File: config.mk
export PLATFORM = sky130hd
export DESIGN_NAME = fpu_add_arbiter
export DESIGN_NICKNAME = d
export VERILOG_FILES = /design/src/rtl/fpu_add_arbiter.sv
export SDC_FILE = /design/constraint.sdc
export NUM_CORES = 1
export LEC_CHECK = 0
export BUFFER_PORTS_ARGS = -buffer_cell sky130_fd_sc_hd__buf_4
export CORE_MARGIN = 5
export CORE_UTILIZATION = 45
export DETAILED_ROUTE_END_ITERATION = 8
export PLACE_DENSITY = 0.76
export SLEW_MARGIN = 10
export SYNTH_ARGS = -nofsm -noshare
export SYNTH_HDL_FRONTEND = slang
export SYNTH_SLANG_ARGS = --single-unit
File: constraint.sdc
create_clock -name clk -period 2.2 [get_ports clk]
set_input_delay 0.55 -clock clk [delete_from_list [all_inputs] [get_ports clk]]
set_output_delay 0.55 -clock clk [all_outputs]
set_load 0.005 [all_outputs]
File: src/rtl/fpu_add_arbiter.sv
// Two-requester arbiter in front of one shared fp16 adder: accepts one operation
// at a time, alternates on ties, returns the sum (or a NaN on adder timeout).
module fpu_add_arbiter #(
    parameter int unsigned TIMEOUT = 32
) (
    input  logic        clk,
    input  logic        rst_n,
    input  logic        req0_valid,
    input  logic [15:0] req0_a,
    input  logic [15:0] req0_b,
    output logic        req0_ready,
    output logic        resp0_valid,
    output logic [15:0] resp0_result,
    input  logic        req1_valid,
    input  logic [15:0] req1_a,
    input  logic [15:0] req1_b,
    output logic        req1_ready,
    output logic        resp1_valid,
    output logic [15:0] resp1_result,
    output logic [15:0] add_a,
    output logic [15:0] add_b,
    output logic        add_valid_in,
    input  logic [15:0] add_result,
    input  logic        add_valid_out,
    output logic        busy,
    output logic        timeout_err
);

    localparam int unsigned CNT_W   = 8;
    localparam int unsigned DATA_W  = 16;
    localparam logic [CNT_W-1:0]  CNT_LAST = CNT_W'(TIMEOUT - 1);
    localparam logic [DATA_W-1:0] NAN_TMO  = 16'h7C01;

    typedef enum logic [1:0] {S_IDLE, S_ISSUE, S_WAIT, S_RESP} state_t;

    state_t              r_state;
    logic                r_last_grant;
    logic                r_owner;
    logic                r_tmo;
    logic [CNT_W-1:0]    r_cnt;
    logic [DATA_W-1:0]   r_add_a;
    logic [DATA_W-1:0]   r_add_b;
    logic                r_add_valid_in;
    logic                r_resp0_valid;
    logic                r_resp1_valid;
    logic [DATA_W-1:0]   r_resp0_result;
    logic [DATA_W-1:0]   r_resp1_result;
    logic                r_timeout_err;
    logic                r_busy;

    logic w_grant0;
    logic w_grant1;
    logic w_idle;
    logic w_acc0;
    logic w_acc1;

    // On a tie the requester that was not served last wins.
    assign w_grant0 = req0_valid && (!req1_valid || r_last_grant);
    assign w_grant1 = req1_valid && (!req0_valid || !r_last_grant);
    assign w_idle   = rst_n && (r_state == S_IDLE);

    assign req0_ready = w_idle && w_grant0;
    assign req1_ready = w_idle && w_grant1;
    assign w_acc0     = req0_valid && req0_ready;
    assign w_acc1     = req1_valid && req1_ready;

    assign add_a        = r_add_a;
    assign add_b        = r_add_b;
    assign add_valid_in = r_add_valid_in;
    assign resp0_valid  = r_resp0_valid;
    assign resp1_valid  = r_resp1_valid;
    assign resp0_result = r_resp0_result;
    assign resp1_result = r_resp1_result;
    assign timeout_err  = r_timeout_err;
    assign busy         = r_busy;

    always_ff @(posedge clk or negedge rst_n) begin
        if (!rst_n) begin
            r_state        <= S_IDLE;
            r_last_grant   <= 1'b1;
            r_owner        <= 1'b0;
            r_tmo          <= 1'b0;
            r_cnt          <= '0;
            r_add_a        <= '0;
            r_add_b        <= '0;
            r_add_valid_in <= 1'b0;
            r_resp0_valid  <= 1'b0;
            r_resp1_valid  <= 1'b0;
            r_resp0_result <= '0;
            r_resp1_result <= '0;
            r_timeout_err  <= 1'b0;
            r_busy         <= 1'b0;
        end else begin
            r_add_valid_in <= 1'b0;
            r_resp0_valid  <= 1'b0;
            r_resp1_valid  <= 1'b0;
            r_timeout_err  <= 1'b0;
            case (r_state)
                S_IDLE: begin
                    if (w_acc0 || w_acc1) begin
                        r_add_a        <= w_acc1 ? req1_a : req0_a;
                        r_add_b        <= w_acc1 ? req1_b : req0_b;
                        r_owner        <= w_acc1;
                        r_last_grant   <= w_acc1;
                        r_add_valid_in <= 1'b1;
                        r_busy         <= 1'b1;
                        r_state        <= S_ISSUE;
                    end
                end
                S_ISSUE: begin
                    r_cnt   <= '0;
                    r_state <= S_WAIT;
                end
                S_WAIT: begin
                    // A completion arriving on the last allowed cycle still wins.
                    if (add_valid_out || (r_cnt == CNT_LAST)) begin
                        if (r_owner) r_resp1_result <= add_valid_out ? add_result : NAN_TMO;
                        else         r_resp0_result <= add_valid_out ? add_result : NAN_TMO;
                        r_tmo   <= !add_valid_out;
                        r_state <= S_RESP;
                    end else begin
                        r_cnt <= r_cnt + CNT_W'(1);
                    end
                end
                S_RESP: begin
                    r_resp0_valid <= !r_owner;
                    r_resp1_valid <= r_owner;
                    r_timeout_err <= r_tmo;
                    r_busy        <= 1'b0;
                    r_state       <= S_IDLE;
                end
                default: r_state <= S_IDLE;
            endcase
        end
    end

endmodule

==> results.py <==
metrics = {
    "min_path": {
        "worstHoldStart": "req0_valid",
        "hold_depth": 2,
        "hold_path_end": "r_last_grant",
        "hp-class": "in2reg",
    },
    "layout": {
        "layout-drive-gt1-share": 0.399,
        "synthToLayoutAreaGrowth_pct": 40.7,
        "diodes": 0,
        "regArea_sq_um": 2050,
        "fin_area_sq_um": 5030,
        "layout.nets": 555,
        "multi_input_area_sq_um": 1390,
        "n_fill_cell": 632,
    },
    "yosys": {
        "synth_top_flop_cell": "dfrtp_1",
        "syn-cell-area_sq_um": 3570,
        "synthTopCellsByArea": "dfrtp_1, mux2i_1, a21oi_1",
        "synth_compound_area_frac": 0.155,
        "synth-edff-count": 0,
        "synth-seq-area-share": 0.575,
        "yosys.area.top_type": "dfrtp_1",
        "synth_mux_area_frac": 0.0956,
        "syn_inst": 309,
        "synth_cell_types": 37,
        "synth_adder_area_share": 0.0210,
        "ys_async_sr_fraction": 1.00,
        "synth.avg_cell_area_sq_um": 11.6,
        "ys_ff_latch": 82,
        "mappedNetlistNets": 400,
        "synthSimpleGateAreaFrac": 0.111,
        "yosysWarnings": 0,
        "synth_top_family_by_area": "compound AO/OA/AOI/OAI gates",
        "synthXorXnorAreaFrac": 0,
        "yosysTopAreaCellShare": 0.567,
    },
    "floorplan": {
        "rows": 32,
        "pin_count": 156,
        "start_util": 0.462,
        "dieHeight_um": 99.1,
        "coreArea_sq_um": 7730,
        "die_w_um": 99.1,
        "dieArea_sq_um": 9820,
    },
    "drt": {
        "drt_iter0_drc": 118,
        "drt_wl_total_um": 9430,
        "drt.antenna.violating_nets": 0,
        "wire_per_inst_um": 16.5,
        "drcViolationCount": 0,
        "dr.pass1.iters": 4,
        "vias": 2960,
        "viasPerCell": 5.18,
    },
    "worst_setup_path": {
        "setup.worst_path.start_class": "flop",
        "crit_slowest_cell": "dfrtp_1",
        "path_buf_inv": 2,
        "crit_type": "reg2out",
        "r2r_slack_ns": 0.37,
        "cp_cell_sequence": "inv_1 > ha_4 > and2_4 > and3_2 > buf_4",
        "endpoint_kind": "output pin",
        "max_stage_delay_ns": 0.41,
        "required_ns": 1.65,
        "rr_worst_depth": 7,
        "timing.rr.end": "add_a[2]",
        "cp_top_family": "flip-flops",
        "arrival_ns": 1.57,
        "r2r-start": "r_state[1]",
        "cp_max_fo": 4,
    },
    "sta": {
        "worst_pin_slew_ns": 1.01,
        "fin_ws_ns": 0.0829,
        "fmax_mhz": 472,
        "min_period_ns": 2.12,
        "slew_violations": 0,
        "setup_viol": 0,
        "period_share": 0.962,
        "hold_viol": 0,
        "max_slew_margin": 0.328,
        "whs_ns": 0.394,
        "finClkSkew_ns": 0.0161,
    },
    "clock_network": {
        "cts_sinks": 82,
        "clk_path_buf_depth": 2,
        "cts-root-buf": "clkbuf_8",
        "numCtsBuffers": 9,
        "holdBufCountCts": 0,
        "insertion_delay_ns": 0.34,
        "htreeDepth": 3,
        "cts_tree": "done",
        "clkTransAtPathRegs_ns": 0.08,
    },
    "global_routing": {
        "grt_pass1_vias": 3022,
        "antenna_found_initial": 0,
        "grt_pass1_wl_um": 15100,
        "grt_max_degree": 83,
        "gr-total-overflow": 0,
        "track_usage": 0.191,
    },
    "placement": {
        "port_buffers": 155,
        "hpwl_um": 6800,
        "place_ws_ns": 0.300,
        "placed_area_sq_um": 4800,
        "place_congestion": 0.780,
    },
    "power": {
        "p_per_area_nw_per_um2": 1230,
        "ir_drop_mv": 0.527,
        "p_leak_nw": 2.41,
    },
    "job": {
        "cap_viol_max_count": 0,
    },
    "outcome": {
        "run_status": "complete, no violations",
    },
}
cell type report:
cell class,count,area share
clock buffer,10,0.0254
clock inverter,6,0.0132
inverter,9,0.00672
multi-input combinational,200,0.277
sequential,82,0.408
tap,102,0.0254
timing repair buffer,162,0.244
flip-flops by register name, indices dropped and copies added (netlist names):
name,flops
r_cnt,8
add_b,16
resp0_result,16
add_a,16
r_tmo,1
add_valid_in,1
resp1_result,16
timeout_err,1
resp1_valid,1
r_state,2
resp0_valid,1
busy,1
r_owner,1
r_last_grant,1
power by group:
part           total, mW  leakage, nW  switching, mW  internal (mW)
logic               2.51         1.34           1.04           1.47
clock network       1.07       0.0889          0.545          0.527
registers           2.60        0.984          0.416           2.18
worst max-delay path by stage:
stage	start	end	slack, ns	depth (start not counted)
after floorplan	r_state[0]	req1_ready	0.31	7
after global placement	r_state[0]	add_a[11]	0.40	7
after detailed placement	r_state[0]	add_a[2]	0.30	7
after CTS	r_state[0]	req0_ready	0.02	5
after global routing	r_state[1]	req0_ready	-0.01	5
final	r_state[1]	req0_ready	0.08	5
kinds of logic after synthesis:
| logic type | after synthesis |
|---|---|
| AOI/OAI and AO/OA | 82 |
| adders and majority gates | 6 |
| buffers and inverters | 27 |
| DFF | 82 |
| muxes | 34 |
| and+or+nand+nor | 78 |
metal layers:
layer / global-route usage / up-vias / part of all wire
met2: 0.321 / 88 / 0.51
met4: 0.0672 / 0 / 0.017
met3: 0.0533 / 13 / 0.069
met1: 0.237 / 1441 / 0.41
li1: - / 1418 / -
met5: 0 / - / 0
worst register-to-register path: stages (launching register included):
cell	delay [ns]
dfrtp_1	0.41
inv_1	0.16
ha_4	0.16
and2_4	0.15
and3_2	0.23
buf_12	0.24
mux2i_1	0.25
a21oi_1	0.09
cells in the mapped netlist (6+ instances only):
library cell / count
a21oi_1: 37
a22o_1: 20
and3_1: 8
clkbuf_1: 6
dfrtp_1: 81
ha_1: 6
inv_1: 9
mux2i_1: 33
nand2_1: 6
nand3_1: 10
nor2_1: 35
o22a_1: 12
through the flow:
step / util / std cells / setup TNS (ns) / power, mW
2_1_floorplan: - / 309 / 0 / 3.70
3_3_place_gp: 0.622 / 553 / 0 / 5.02
3_5_place_dp: 0.622 / 553 / 0 / 5.12
4_1_cts: 0.647 / 569 / 0 / 6.21
5_1_grt: 0.651 / 571 / -0.0118 / 6.65
6_report: 0.651 / 571 / 0 / 6.18
what timing repair did:
action	in CTS	in global routing
endpoints found under the setup margin	1	1
gates resized for setup	1	3
buffers inserted	0	2
gates cloned	0	0
cell usage in the layout (no fill, tap or decap), drive strengths merged, types with 2 or more instances in the layout:
master,instances
and2,3
or3,2
a22o,20
nor2b,2
nand3,12
inv,10
o21ai,5
clkinvlp,3
and3,8
o211ai,3
dfrtp,81
buf,162
nand2b,4
nor2,35
mux2i,33
a21oi,37
nand2,6
o22a,12
ha,6
clkbuf,10
nand4,2
(Power assumes the default switching activity.)
